[src/rtl/viterbi_pkg.sv]
// Shared constants and trellis helpers for the K=3, rate-1/2 (7,5) Viterbi decoder.
package viterbi_pkg;

    localparam int K            = 3;
    localparam int PM_W_DEF     = 7;
    localparam int PATH_LEN_DEF = 8;
    localparam int SYM_W_DEF    = 1;

    // Code-bit pair expected on the branch from predecessor pred_idx (0 = pred 1, 1 = pred 2).
    function automatic logic [1:0] expected_pair(input logic [1:0] state, input logic pred_idx);
        logic [1:0] pair;
        case (state)
            2'b00:   pair = pred_idx ? 2'b11 : 2'b00;
            2'b01:   pair = pred_idx ? 2'b01 : 2'b10;
            2'b10:   pair = pred_idx ? 2'b00 : 2'b11;
            default: pair = pred_idx ? 2'b10 : 2'b01;
        endcase
        return pair;
    endfunction

    function automatic logic append_bit(input logic [1:0] state);
        return state[1];
    endfunction

endpackage

[src/rtl/acs_branch_metric.sv]
// Branch metric for one trellis branch: summed per-code-bit distance, hard or soft decision.
module acs_branch_metric import viterbi_pkg::*; #(
    parameter int SYM_W = SYM_W_DEF
) (
    input  logic [2*SYM_W-1:0] data_recv,
    input  logic [1:0]         exp_pair,
    output logic [SYM_W:0]     bm
);

    localparam logic [SYM_W-1:0] SYM_MAX = '1;

    logic [SYM_W-1:0] sym_hi;
    logic [SYM_W-1:0] sym_lo;
    logic [SYM_W-1:0] dist_hi;
    logic [SYM_W-1:0] dist_lo;

    assign sym_hi  = data_recv[2*SYM_W-1:SYM_W];
    assign sym_lo  = data_recv[SYM_W-1:0];
    // Distance to an expected '1' is measured from the strongest '1' value.
    assign dist_hi = exp_pair[1] ? (SYM_MAX - sym_hi) : sym_hi;
    assign dist_lo = exp_pair[0] ? (SYM_MAX - sym_lo) : sym_lo;
    assign bm      = {1'b0, dist_hi} + {1'b0, dist_lo};

endmodule

[src/rtl/acs_rx_unit.sv]
// Add-compare-select element with register-exchange survivor for one trellis state.
// Optional sticky overflow output ovf_flag is enabled by defining ACS_OVF_FLAG_EN.
module acs_rx_unit import viterbi_pkg::*; #(
    parameter int             PM_W     = PM_W_DEF,
    parameter int             PATH_LEN = PATH_LEN_DEF,
    parameter int             SYM_W    = SYM_W_DEF,
    parameter logic [K-2:0]   STATE_ID = '0,
    parameter logic [PM_W-1:0] INIT_PM = {1'b1, {(PM_W-1){1'b0}}}
) (
    input  logic                clk,
    input  logic                rst,
    input  logic                in_valid,
    input  logic [2*SYM_W-1:0]  data_recv,
    input  logic [PM_W-1:0]     pm_in_1,
    input  logic [PM_W-1:0]     pm_in_2,
    input  logic [PATH_LEN-1:0] path_in_1,
    input  logic [PATH_LEN-1:0] path_in_2,
    input  logic [PM_W-1:0]     norm_sub,
    output logic [PM_W-1:0]     pm_out,
    output logic [PATH_LEN-1:0] path_out,
    output logic                select_out,
    output logic                out_valid,
    output logic                fill_done,
    output logic                dec_bit
`ifdef ACS_OVF_FLAG_EN
    ,
    output logic                ovf_flag
`endif
);

    localparam int               CNT_W     = $clog2(PATH_LEN + 1);
    localparam logic [CNT_W-1:0] FILL_FULL = CNT_W'(PATH_LEN);
    localparam logic [PM_W-1:0]  PM_MAX    = '1;
    localparam logic [PM_W-1:0]  RST_PM    = (STATE_ID == '0) ? '0 : INIT_PM;

    logic [SYM_W:0]      bm_1, bm_2;
    logic [PM_W:0]       sum_1, sum_2, chosen, diff;
    logic [PATH_LEN-1:0] path_chosen;
    logic                ovf_d;

    logic [PM_W-1:0]     pm_d, pm_q;
    logic [PATH_LEN-1:0] path_d, path_q;
    logic                sel_d, sel_q;
    logic                valid_q;
    logic [CNT_W-1:0]    cnt_q;

    acs_branch_metric #(.SYM_W(SYM_W)) u_bm_1 (
        .data_recv (data_recv),
        .exp_pair  (expected_pair(STATE_ID, 1'b0)),
        .bm        (bm_1)
    );

    acs_branch_metric #(.SYM_W(SYM_W)) u_bm_2 (
        .data_recv (data_recv),
        .exp_pair  (expected_pair(STATE_ID, 1'b1)),
        .bm        (bm_2)
    );

    // NOTE: every signal here is assigned on every pass, so no latch can be inferred.
    always_comb begin
        sum_1       = {1'b0, pm_in_1} + (PM_W+1)'(bm_1);
        sum_2       = {1'b0, pm_in_2} + (PM_W+1)'(bm_2);
        // Equal sums fall back to the branch metric; equal metrics pick predecessor 2.
        sel_d       = (sum_1 > sum_2) || ((sum_1 == sum_2) && !(bm_1 < bm_2));
        chosen      = sel_d ? sum_2 : sum_1;
        path_chosen = sel_d ? path_in_2 : path_in_1;
        diff        = (chosen < {1'b0, norm_sub}) ? '0 : (chosen - {1'b0, norm_sub});
        ovf_d       = diff[PM_W];
        pm_d        = ovf_d ? PM_MAX : diff[PM_W-1:0];
        path_d      = {path_chosen[PATH_LEN-2:0], append_bit(STATE_ID)};
    end

    // NOTE: non-blocking updates so every register sees pre-edge values of its peers.
    always_ff @(posedge clk) begin
        if (rst) begin
            pm_q    <= RST_PM;
            path_q  <= '0;
            sel_q   <= 1'b0;
            valid_q <= 1'b0;
            cnt_q   <= '0;
        end else begin
            valid_q <= in_valid;
            if (in_valid) begin
                pm_q   <= pm_d;
                path_q <= path_d;
                sel_q  <= sel_d;
                if (cnt_q != FILL_FULL) begin
                    cnt_q <= cnt_q + 1'b1;
                end
            end
        end
    end

`ifdef ACS_OVF_FLAG_EN
    logic ovf_q;

    always_ff @(posedge clk) begin
        if (rst) begin
            ovf_q <= 1'b0;
        end else if (in_valid) begin
            if (ovf_d) begin
                ovf_q <= 1'b1;
            end
        end
    end

    assign ovf_flag = ovf_q;
`endif

    assign pm_out     = pm_q;
    assign path_out   = path_q;
    assign select_out = sel_q;
    assign out_valid  = valid_q;
    assign fill_done  = (cnt_q == FILL_FULL);
    assign dec_bit    = path_q[PATH_LEN-1];

endmodule

[config.mk]
export PLATFORM = sky130hd
export DESIGN_NAME = acs_rx_unit
export DESIGN_NICKNAME = d
export VERILOG_FILES = /design/src/rtl/viterbi_pkg.sv /design/src/rtl/acs_branch_metric.sv /design/src/rtl/acs_rx_unit.sv
export SDC_FILE = /design/constraint.sdc
export NUM_CORES = 1
export LEC_CHECK = 0
export BUFFER_PORTS_ARGS = -buffer_cell sky130_fd_sc_hd__buf_2
export CORE_AREA = 2 2 61 63
export CTS_CLUSTER_DIAMETER = 40
export DETAILED_ROUTE_END_ITERATION = 12
export DIE_AREA = 0 0 63 65
export HOLD_SLACK_MARGIN = 0.08
export PLACE_DENSITY = 0.82
export RECOVER_POWER = 50
export SLEW_MARGIN = 20
export SYNTH_ARGS = -nofsm -noshare
export SYNTH_HDL_FRONTEND = slang
export SYNTH_SLANG_ARGS = --single-unit
[constraint.sdc]
create_clock -name clk -period 19.44 [get_ports clk]
set_clock_uncertainty 0.15 [all_clocks]
set_input_delay 4.86 -clock clk [delete_from_list [all_inputs] [get_ports clk]]
set_output_delay 4.86 -clock clk [all_outputs]
set_load 0.005 [all_outputs]
==> run summary, run 1 <==
Clock Tree Buf Depth - 2
DP HPWL - 2947 um
Worst-skew pair later-pin latency - 0.30 ns
Worst EP arrival - 10.24 ns
Switching part of the total - 35.09%
Int Power - 0.1020 mW
Nets - 329
Core Box Area - 3496 um2
Most frequent cells in the layout - 50 x buf_2, 29 x nor2_1, 23 x ha_1
Initial Util - 50.82%
Worst Hold Path EP - path_out[3]
Min-Delay Path Depth - 2
R2R Setup Slk - 18.03 ns
Fraction of registers with async set/reset - 0%
Yosys warns - 0
Setup_tns - 0 ns
CP required - 19.48 ns
Area grow syn2layout - 20.14%
DIE HEIGHT - 65 um
TritonCTS clock tree - built
IO Port Bufs - 57
Peak VDD IR - 0.03441 mV
Antenna viol nets, final - 0
Post-CTS Setup Bufs - 0
Setup crit end kind - flop
Vias in the first global route - 1496
Outcome - finished clean
Clock share of power - 21.1%
# DRC - 0
Synthesized area - 1777 um2
Seq/Total Area, Yosys - 22.54%
ANT cells - 0
Avg Inst Size Synth - 8.625 um2
Total gr overflow - 0
R2R depth - 6
Unrepaired setup endpoints after global routing - no
Number of buffers created by CTS - 3
Slowest cell on crit path - nor4_2
Power density over the cells - 73.59 nW/um2
HP Start - path_out[3]
Most common cell after layout, fill and taps aside - buf_2
CTS resizes - 0
Via count - 1583
NetSw - 0.05513 mW
Crit-path max FO - 13
Worst slew margin - 22.98%
Die W - 63 um
Final worst path period share - 52.47%
Post-synthesis cell type count - 43
CTS Hold Bufs - 0
Initial antenna violation count - 0
Flop pwr share - 30.2%
Syn Inst Count - 206
Die footprint - 4095 um2
First-pass DRT Iterations - 4
Largest net degree at the start of global routing - 29
Iter 0 DRT Violations - 48
H-Tree Depth - 1
CP Class - in2reg
CP top delay family - adder cells
Max-cap violations - 0
Routability cong. - 0.7950
Setup violations, final - 0
Worst Setup SP - data_recv[0]
Worst path bufs/invs - 4
Worst-path clk slew - 0.10 ns
Number of synthesized flops with an enable pin - 0
Final Hold Slack - 0.3345 ns
Reg2Reg Launch Point - cnt_q[0]
#FFs+latches synth - 20
Slowest cell delay on critical path - 0.50 ns
Worst reg2reg endpoint - cnt_q[2]
Min-delay worst type - reg2reg
Routed wire length per instance - 11.32 um
Worst Tran Pin Value - 1.155 ns
Top_reg_cell synth - dfxtp_1
Fmax - 98.03 MHz
Std-Cell Rows - 22
Comb pwr share - 48.8%
CTS sink count - 20
Layout cells sized above 1 - 25.00%
Hold Vio Cnt, Final - 0
Final Max Slew Viols - 0
DR vias/cell - 5.140
GRT Util Overall - 17.67%
# IOs - 61
Synthesized net count - 274
Setup crit start kind - input port
Minimum clock period - 10.20 ns
P_leak - 1.036 nW
Root Buffer - clkbuf_4
Final wirelength - 3486 um
First-pass GRT wire length - 6037 um
[how the worst max path moves through the flow]
stage               slack (ns)  depth (start not counted)         to
floorplan                 9.38                         25  pm_out[3]
global placement          8.94                         26  pm_out[3]
detailed placement        8.88                         26  pm_out[3]
CTS                       9.21                         26  pm_out[3]
global route              8.75                         26  pm_out[3]
finish                    9.24                         26  pm_out[3]
[state kept, by name, summed over array words and instances, names as in the netlist]
signal,cells
path_out,7
pm_out,7
cnt_q,4
out_valid,1
select_out,1
[layout make-up]
type | instances | area, um2
clock buffer | 3 | 22.52
clock inverter | 1 | 30.03
fill | 346 | 1361
inverter | 18 | 67.56
multi-input combinational | 160 | 1270
sequential | 20 | 400.4
tap | 48 | 60.06
timing repair buffer | 58 | 284.0
[cells in the mapped netlist, types with 5 or more instances]
cell type | n | area (um2)
a21oi_1 | 12 | 60.06
a211oi_1 | 8 | 60.06
a21o_1 | 5 | 37.54
xor2_1 | 7 | 61.31
nand2_1 | 7 | 26.28
mux2i_1 | 8 | 80.08
nor2_1 | 29 | 108.9
ha_1 | 23 | 287.8
o221a_1 | 6 | 67.56
inv_1 | 17 | 63.81
nand3_1 | 7 | 35.03
xnor2_1 | 11 | 96.34
dfxtp_1 | 20 | 400.4
[worst min-delay path: cells and delay by family, from the launching register on]
family	cells	cell delay, ns
DFF	1	0.32
and+or+nand+nor	1	0.08
AOI/OAI and AO/OA	1	0.05
[power by group through the flow]
stage | registers (mW) | logic, mW | clock network (mW)
CTS | 0.0474 | 0.0775 | 0.0341
global route | 0.0481 | 0.0866 | 0.0358
detailed placement | 0.0483 | 0.0772 | 0
floorplan | 0.0486 | 0.0578 | 0
global placement | 0.0482 | 0.0751 | 0
finish | 0.0474 | 0.0766 | 0.0331
[stage by stage]
| step | power (mW) | instance area [um2] | utilization (%) | setup slack (ns) | cells |
|---|---|---|---|---|---|
| after floorplan | 0.1064 | 1777 | - | 9.383 | 206 |
| after global placement | 0.1232 | 2091 | 59.81 | 8.944 | 304 |
| after detailed placement | 0.1256 | 2091 | 59.81 | 8.879 | 304 |
| after CTS | 0.1590 | 2143 | 61.31 | 9.206 | 308 |
| after global routing | 0.1705 | 2135 | 61.06 | 8.747 | 308 |
| final | 0.1571 | 2135 | 61.06 | 9.239 | 308 |
[logic make-up (layout without fill, tap and decap cells)]
| group | Yosys count | after routing | share of synthesized area [%] |
|---|---|---|---|
| other | 1 | 1 | 0.2111 |
| XOR/XNOR | 18 | 18 | 8.873 |
| AO/OA/AOI/OAI | 45 | 45 | 20.71 |
| flip-flops | 20 | 20 | 22.53 |
| multiplexers | 9 | 9 | 5.141 |
| AND/OR/NAND/NOR | 61 | 61 | 16.97 |
| adder cells (fa/ha/maj) | 26 | 26 | 19.58 |
| buffers and inverters | 26 | 80 | 5.985 |
[routing by layer]
layer  vias to the layer above  share of wire, %  wire length [um]  track usage, %
li1                        836                 -                 -               -
met1                       688                47              1643           21.41
met2                        52                46              1598           31.78
met3                         7               5.7               197           2.951
met4                         0               1.3                46           5.556
met5                         -                 0                 0               0
(Power assumes the default switching activity.)
==> inputs of run 2 (changes only) <==
CORE_AREA = 2 2 66 68   (was 2 2 61 63)
DIE_AREA = 0 0 68 70   (was 0 0 63 65)
PLACE_DENSITY = 0.74   (was 0.82)
clock period = 9.2 ns   (was 19.44 ns; I/O delays follow)
==> run 2 against run 1 <==
  * Critical path depth fell by 2
  * Non-clock buffer count unchanged
  * Clock power grew to 2.6 times the previous value
  * Global-route usage shrank 1.6 points
  * Die area rose by 16%
  * Sequential share of layout area down 0.17 points
  * Register-to-register slack got worse by 10 ns
  * Combinational power increased by 110%
  * Clock-buffer cell count unchanged
==> run summary, run 2 (synthesis gave the netlist of run 1 again) <==
Outcome - finished clean
Worst-skew pair later-pin latency - 0.26 ns (-0.04 ns)
DP HPWL - 3029 um (+2.8%)
Peak VDD IR - 0.06460 mV (+88%)
Vias in the first global route - 1473 (-1.5%)
Root Buffer - clkbuf_8
DR vias/cell - 5.064 (-1.5%)
CTS sink count - 20 (unchanged)
Slowest cell on crit path - nor4_2
Setup_tns - 0 ns (unchanged)
CP Class - in2reg
Antenna viol nets, final - 0 (unchanged)
NetSw - 0.1185 mW (+110%)
TritonCTS clock tree - built
Min-delay worst type - reg2reg
Final Max Slew Viols - 0 (unchanged)
Clock Tree Buf Depth - 2 (unchanged)
# IOs - 61 (unchanged)
H-Tree Depth - 1 (unchanged)
CTS Hold Bufs - 0 (unchanged)
Setup violations, final - 0 (unchanged)
Worst EP arrival - 7.46 ns (-2.78 ns)
Die footprint - 4760 um2 (+16%)
Layout cells sized above 1 - 23.85% (-1.2 points)
Setup slack after layout - 1.751 ns (-7.488 ns)
Routed wire length per instance - 11.38 um (+0.59%)
Most frequent cells in the layout - 47 x buf_2, 29 x nor2_1, 23 x ha_1
First-pass DRT Iterations - 4 (unchanged)
HP Start - path_out[2]
Hold Vio Cnt, Final - 0 (unchanged)
# DRC - 0 (unchanged)
Fmax - 134.3 MHz
Worst slew margin - 23.37% (+0.39 points)
Routability cong. - 0.7623 (-4.1%)
Power density over the cells - 161.2 nW/um2 (+120%)
Seq. cell area - 400.4 um2 (unchanged)
Footprint of the multi-input gates - 1270 um2 (unchanged)
Std-Cell Rows - 24 (+9.1%)
P_leak - 1.033 nW (-0.33%)
Initial antenna violation count - 0 (unchanged)
CP required - 9.21 ns (-10.27 ns)
Setup crit start kind - input port
Post-CTS Setup Bufs - 0 (unchanged)
Initial Util - 42.87% (-7.9 points)
GRT Util Overall - 16.09% (-1.6 points)
Most common cell after layout, fill and taps aside - buf_2
Via count - 1580 (-0.19%)
Crit-path max FO - 8 (-5)
Unrepaired setup endpoints after global routing - no
First-pass GRT wire length - 6120 um (+1.4%)
Switching part of the total - 34.11% (-0.99 points)
Worst-path clk slew - 0.07 ns (-0.03 ns)
Die W - 68 um (+7.9%)
CTS resizes - 0 (unchanged)
Core Box Area - 4144 um2 (+19%)
Nets - 329 (unchanged)
Place WS - 1.432 ns (-7.447 ns)
Slowest cell delay on critical path - 0.51 ns (about the same)
Max-cap violations - 0 (unchanged)
Critical Path, Cell by Cell - buf_2 -> inv_1 -> ha_1 -> ha_1 -> fa_1 -> and3_1 -> nand3_1 -> xor2_1 -> ha_1 -> nand2_1 -> o21ai_1 -> a2111oi_4 -> nor2_1 -> a21oi_1 -> ha_1 -> inv_1 -> fa_1 -> a21o_1 -> a21o_1 -> a211oi_1 -> nor2_1 -> nor4_2 -> nor2_1 -> o221a_1
ANT cells - 0 (unchanged)
Fill cells - 433 (+25%)
Setup crit end kind - flop
Area grow syn2layout - 21.27%
Final wirelength - 3552 um (+1.9%)
Cell repeated most along the worst path - ha_1
Number of buffers created by CTS - 3 (unchanged)
Iter 0 DRT Violations - 41 (-15%)
DIE HEIGHT - 70 um (+7.7%)
Int Power - 0.2289 mW (+120%)
Total gr overflow - 0 (unchanged)
Largest net degree at the start of global routing - 29 (unchanged)
Comb pwr share - 46.3% (-2.5 points)
Reg2Reg Launch Point - cnt_q[0]
Clock share of power - 24.8% (+3.7 points)
Flop pwr share - 28.9% (-1.3 points)
Minimum clock period - 7.449 ns
IO Port Bufs - 57 (unchanged)
Final worst path period share - 80.97%
Worst Tran Pin Value - 1.149 ns (-0.005808 ns)
Worst Setup SP - data_recv[0]
[run 2: cell count changes in the layout (fill, tap and decap cells not counted), sizes merged]
cell	delta
buf	-3
clkbuf	+3
[run 2: per-stage QoR]
step | std cells | hold WS (ns) | total power [mW] | area, um2 | util, %
2_1_floorplan | 206 | 0.3161 | 0.2248 | 1777 | -
3_3_place_gp | 308 | 0.3184 | 0.2624 | 2096 | 50.57
3_5_place_dp | 308 | 0.3269 | 0.2655 | 2096 | 50.57
4_1_cts | 312 | 0.3359 | 0.3537 | 2167 | 52.29
5_1_grt | 312 | 0.3529 | 0.3763 | 2155 | 51.99
6_report | 312 | 0.3361 | 0.3474 | 2155 | 51.99
[run 2: routing by layer]
metal  wire length (um)  GRT usage [%]
met1               1578          20.02
met2               1682          27.62
met3                246          2.415
met4                 45          5.333
met5                  0              0
[run 2: critical path, delay by kind of cell]
| family | cells | cell delay [ns] |
|---|---|---|
| adder cells (fa/ha/maj) | 6 | 1.77 |
| AO/OA/AOI/OAI | 7 | 1.65 |
| AND/OR/NAND/NOR | 7 | 1.34 |
| XOR/XNOR | 1 | 0.20 |
| buffers and inverters | 3 | 0.18 |
[run 2: final timing paths]
kind	end	cells after the start	slack, ns
setup / recovery	pm_out[3]	24	1.75
hold / removal	path_out[2]	2	0.34
setup reg to reg	cnt_q[0]	6	7.79
hold reg to reg	path_out[2]	2	0.34
[run 2: final cells by class]
type	instances	area share, %
multi-input cells	160	58.94
flip-flops and latches	20	18.58
repair buffers	58	13.01
inverters	18	3.136
well taps	52	3.020
clock buffers	3	1.916
clock inverters	1	1.394
[run 2: power groups by stage]
| stage | combinational (mW) | clock, mW | sequential, mW |
|---|---|---|---|
| final | 0.161 | 0.0861 | 0.100 |
| after floorplan | 0.122 | 0 | 0.103 |
| after global placement | 0.160 | 0 | 0.102 |
| after detailed placement | 0.163 | 0 | 0.102 |
| after CTS | 0.164 | 0.0891 | 0.100 |
| after global routing | 0.183 | 0.0917 | 0.101 |
==> inputs of run 3 (changes only) <==
ABC_AREA = 1   (was not set)
CORE_AREA = 2 2 68 70   (was 2 2 66 68)
DIE_AREA = 0 0 70 72   (was 0 0 68 70)
clock period = 6.84 ns   (was 9.2 ns; I/O delays follow)
==> run 3 against run 2 <==
  * Area after synthesis increased by 6.5%
  * Die area grew 5.9%
  * Total power is 33% higher
  * Register-to-register slack got worse by 2.7 ns
  * Largest power group unchanged
  * Core utilization up 1.2 points
  * Highest routed layer unchanged
  * Wire length is 9.3% higher
  * Sequential power grew 34%
  * Flip-flop and latch count did not move
==> run summary, run 3 <==
Outcome - finished clean
CTS resizes - 0 (unchanged)
Top_reg_cell synth - dfxtp_1
Fill cells - 434 (+0.23%)
Peak VDD IR - 0.07334 mV (+14%)
Clock Tree Buf Depth - 2 (unchanged)
Worst-skew pair later-pin latency - 0.25 ns (about the same)
Synth area leader - dfxtp_1
Setup violations, final - 0 (unchanged)
Iter 0 DRT Violations - 65 (+59%)
Final Max Slew Viols - 0 (unchanged)
Largest net degree at the start of global routing - 22 (-24%)
Die footprint - 5040 um2 (+5.9%)
Via count - 1851 (+17%)
Syn Inst Count - 284 (+38%)
Crit-path max FO - 21 (+13)
Worst EP arrival - 5.80 ns (-1.66 ns)
Final wirelength - 3884 um (+9.3%)
Vias in the first global route - 1660 (+13%)
TritonCTS clock tree - built
Nets - 407 (+24%)
Synth top cells by count - 55 x nand2_1, 42 x inv_1, 38 x nor2_1
Setup crit end kind - flop
Unrepaired setup endpoints after global routing - no
# DRC - 0 (unchanged)
Post-synthesis mux area share - 0% (-5.1 points)
Slowest cell on crit path - fa_1
Minimum clock period - 5.797 ns
Seq/Total Area, Yosys - 21.15% (-1.4 points)
Top cell type's share of synthesized area - 21.15% (-1.4 points)
Min-delay worst type - reg2reg
Post-synthesis compound-gate area fraction - 13.42% (-7.3 points)
First-pass GRT wire length - 6872 um (+12%)
Layout cells sized above 1 - 17.75% (-6.1 points)
DIE HEIGHT - 72 um (+2.9%)
DP HPWL - 3339 um (+10%)
Root Buffer - clkbuf_8
Placed inst area - 2212 um2 (+5.6%)
Fraction of registers with async set/reset - 0% (unchanged)
Total power draw - 0.4612 mW (+33%)
Setup crit start kind - input port
Total gr overflow - 0 (unchanged)
#FFs+latches synth - 20 (unchanged)
Avg Inst Size Synth - 6.666 um2 (-23%)
Initial antenna violation count - 0 (unchanged)
Simple-gate share of the synthesized area - 29.81% (+13 points)
Initial Util - 44.40% (+1.5 points)
Most frequent cells in the layout - 55 x nand2_1, 44 x buf_2, 42 x inv_1
Number of buffers created by CTS - 3 (unchanged)
Synthesized area - 1893 um2 (+6.5%)
Most common cell after layout, fill and taps aside - nand2_1
GRT Util Overall - 16.07% (about the same)
Final Hold Slack - 0.3150 ns (-0.02113 ns)
Post-CTS Setup Bufs - 0 (unchanged)
CP required - 6.84 ns (-2.37 ns)
Post-synthesis cell type count - 30 (-30%)
Hold Vio Cnt, Final - 0 (unchanged)
Max-cap violations - 0 (unchanged)
ANT cells - 0 (unchanged)
DR vias/cell - 4.746 (-6.3%)
Worst Tran Pin Value - 0.6066 ns (-0.5429 ns)
Largest family of logic cells by synthesized area - simple AND/OR/NAND/NOR gates
Antenna viol nets, final - 0 (unchanged)
Fmax - 172.5 MHz
Final worst path period share - 84.75%
CTS Hold Bufs - 0 (unchanged)
CP Class - in2reg
Adder-cell share of the synthesized area - 18.37% (-1.2 points)
Worst-path clk slew - 0.08 ns (about the same)
Routability cong. - 0.8142 (+6.8%)
# IOs - 61 (unchanged)
Std-Cell Rows - 24 (unchanged)
CTS sink count - 20 (unchanged)
Post-route cell area - 2267 um2 (+5.2%)
Area grow syn2layout - 19.76%
Routed wire length per instance - 9.959 um (-13%)
Slowest cell delay on critical path - 0.48 ns (-0.03 ns)
Power density over the cells - 203.4 nW/um2 (+26%)
Setup_tns - 0 ns (unchanged)
First-pass DRT Iterations - 4 (unchanged)
Synth area leaders - dfxtp_1 21%, ha_1 15%, nand2_1 11%
Die W - 70 um (+2.9%)
Worst slew margin - 59.56% (+36 points)
Core Box Area - 4264 um2 (+2.9%)
Synthesized net count - 352 (+28%)
Xor/xnor share of the synthesized area - 6.477% (-2.4 points)
IO Port Bufs - 57 (unchanged)
Yosys warns - 0 (unchanged)
P_leak - 1.192 nW (+15%)
H-Tree Depth - 1 (unchanged)
Top-count cell post-synth - nand2_1
Number of synthesized flops with an enable pin - 0 (unchanged)
Cell repeated most along the worst path - inv_1
## run 3: worst max-delay path: cells and delay by family
| kind | cells | cell delay [ns] |
|---|---|---|
| adders and majority gates | 5 | 1.67 |
| and+or+nand+nor | 14 | 1.26 |
| buffers and inverters | 7 | 0.67 |
| AOI/OAI and AO/OA | 2 | 0.32 |
| xor gates and xnor gates | 1 | 0.17 |
## run 3: area by class of cell
class	count	area, um2	share of cell area [%]
tap	52	65.06	2.870
sequential	20	400.4	17.66
multi-input combinational	213	1292	57.01
inverter	43	161.4	7.119
clock buffer	3	41.29	1.821
timing repair buffer	58	276.5	12.20
clock inverter	1	30.03	1.325
## run 3: cell families (layout without fill, tap and decap cells)
| family | Yosys count | in the layout |
|---|---|---|
| adder cells (fa/ha/maj) | 26 | 26 |
| buffers and inverters | 51 | 105 |
| XOR/XNOR | 14 | 14 |
| other | 1 | 1 |
| AND/OR/NAND/NOR | 123 | 123 |
| flip-flops | 20 | 20 |
| AO/OA/AOI/OAI | 49 | 49 |
## run 3: worst paths after layout
check | from | to | slack [ns] | depth (start not counted)
hold / removal | path_out[5] | path_out[5] | 0.31 | 2
setup reg to reg | cnt_q[0] | cnt_q[3] | 5.07 | 10
setup / recovery | data_recv[0] | pm_out[2] | 1.04 | 29
hold reg to reg | path_out[5] | path_out[5] | 0.31 | 2
## run 3: metrics by stage
stage	std cells	utilization [%]	worst slack, ns
6_report	390	53.17	1.043
2_1_floorplan	284	-	1.008
4_1_cts	390	53.55	1.028
3_5_place_dp	386	51.88	0.7645
3_3_place_gp	386	51.88	0.7715
5_1_grt	390	53.17	0.6200
## run 3: where the power goes
part | internal (mW) | total, mW | leakage, nW | switching, mW
sequential | 0.128 | 0.134 | 0.165 | 0.00579
clock | 0.0780 | 0.115 | 0.0357 | 0.0369
combinational | 0.0873 | 0.212 | 0.991 | 0.125
## run 3: routing by layer
| metal | GRT usage [%] | up-vias | share of wire (%) |
|---|---|---|---|
| li1 | - | 1014 | - |
| met1 | 20.32 | 782 | 47 |
| met2 | 30.05 | 53 | 47 |
| met3 | 2.222 | 2 | 5.5 |
| met4 | 1.923 | 0 | 0.10 |
| met5 | 0 | - | 0 |
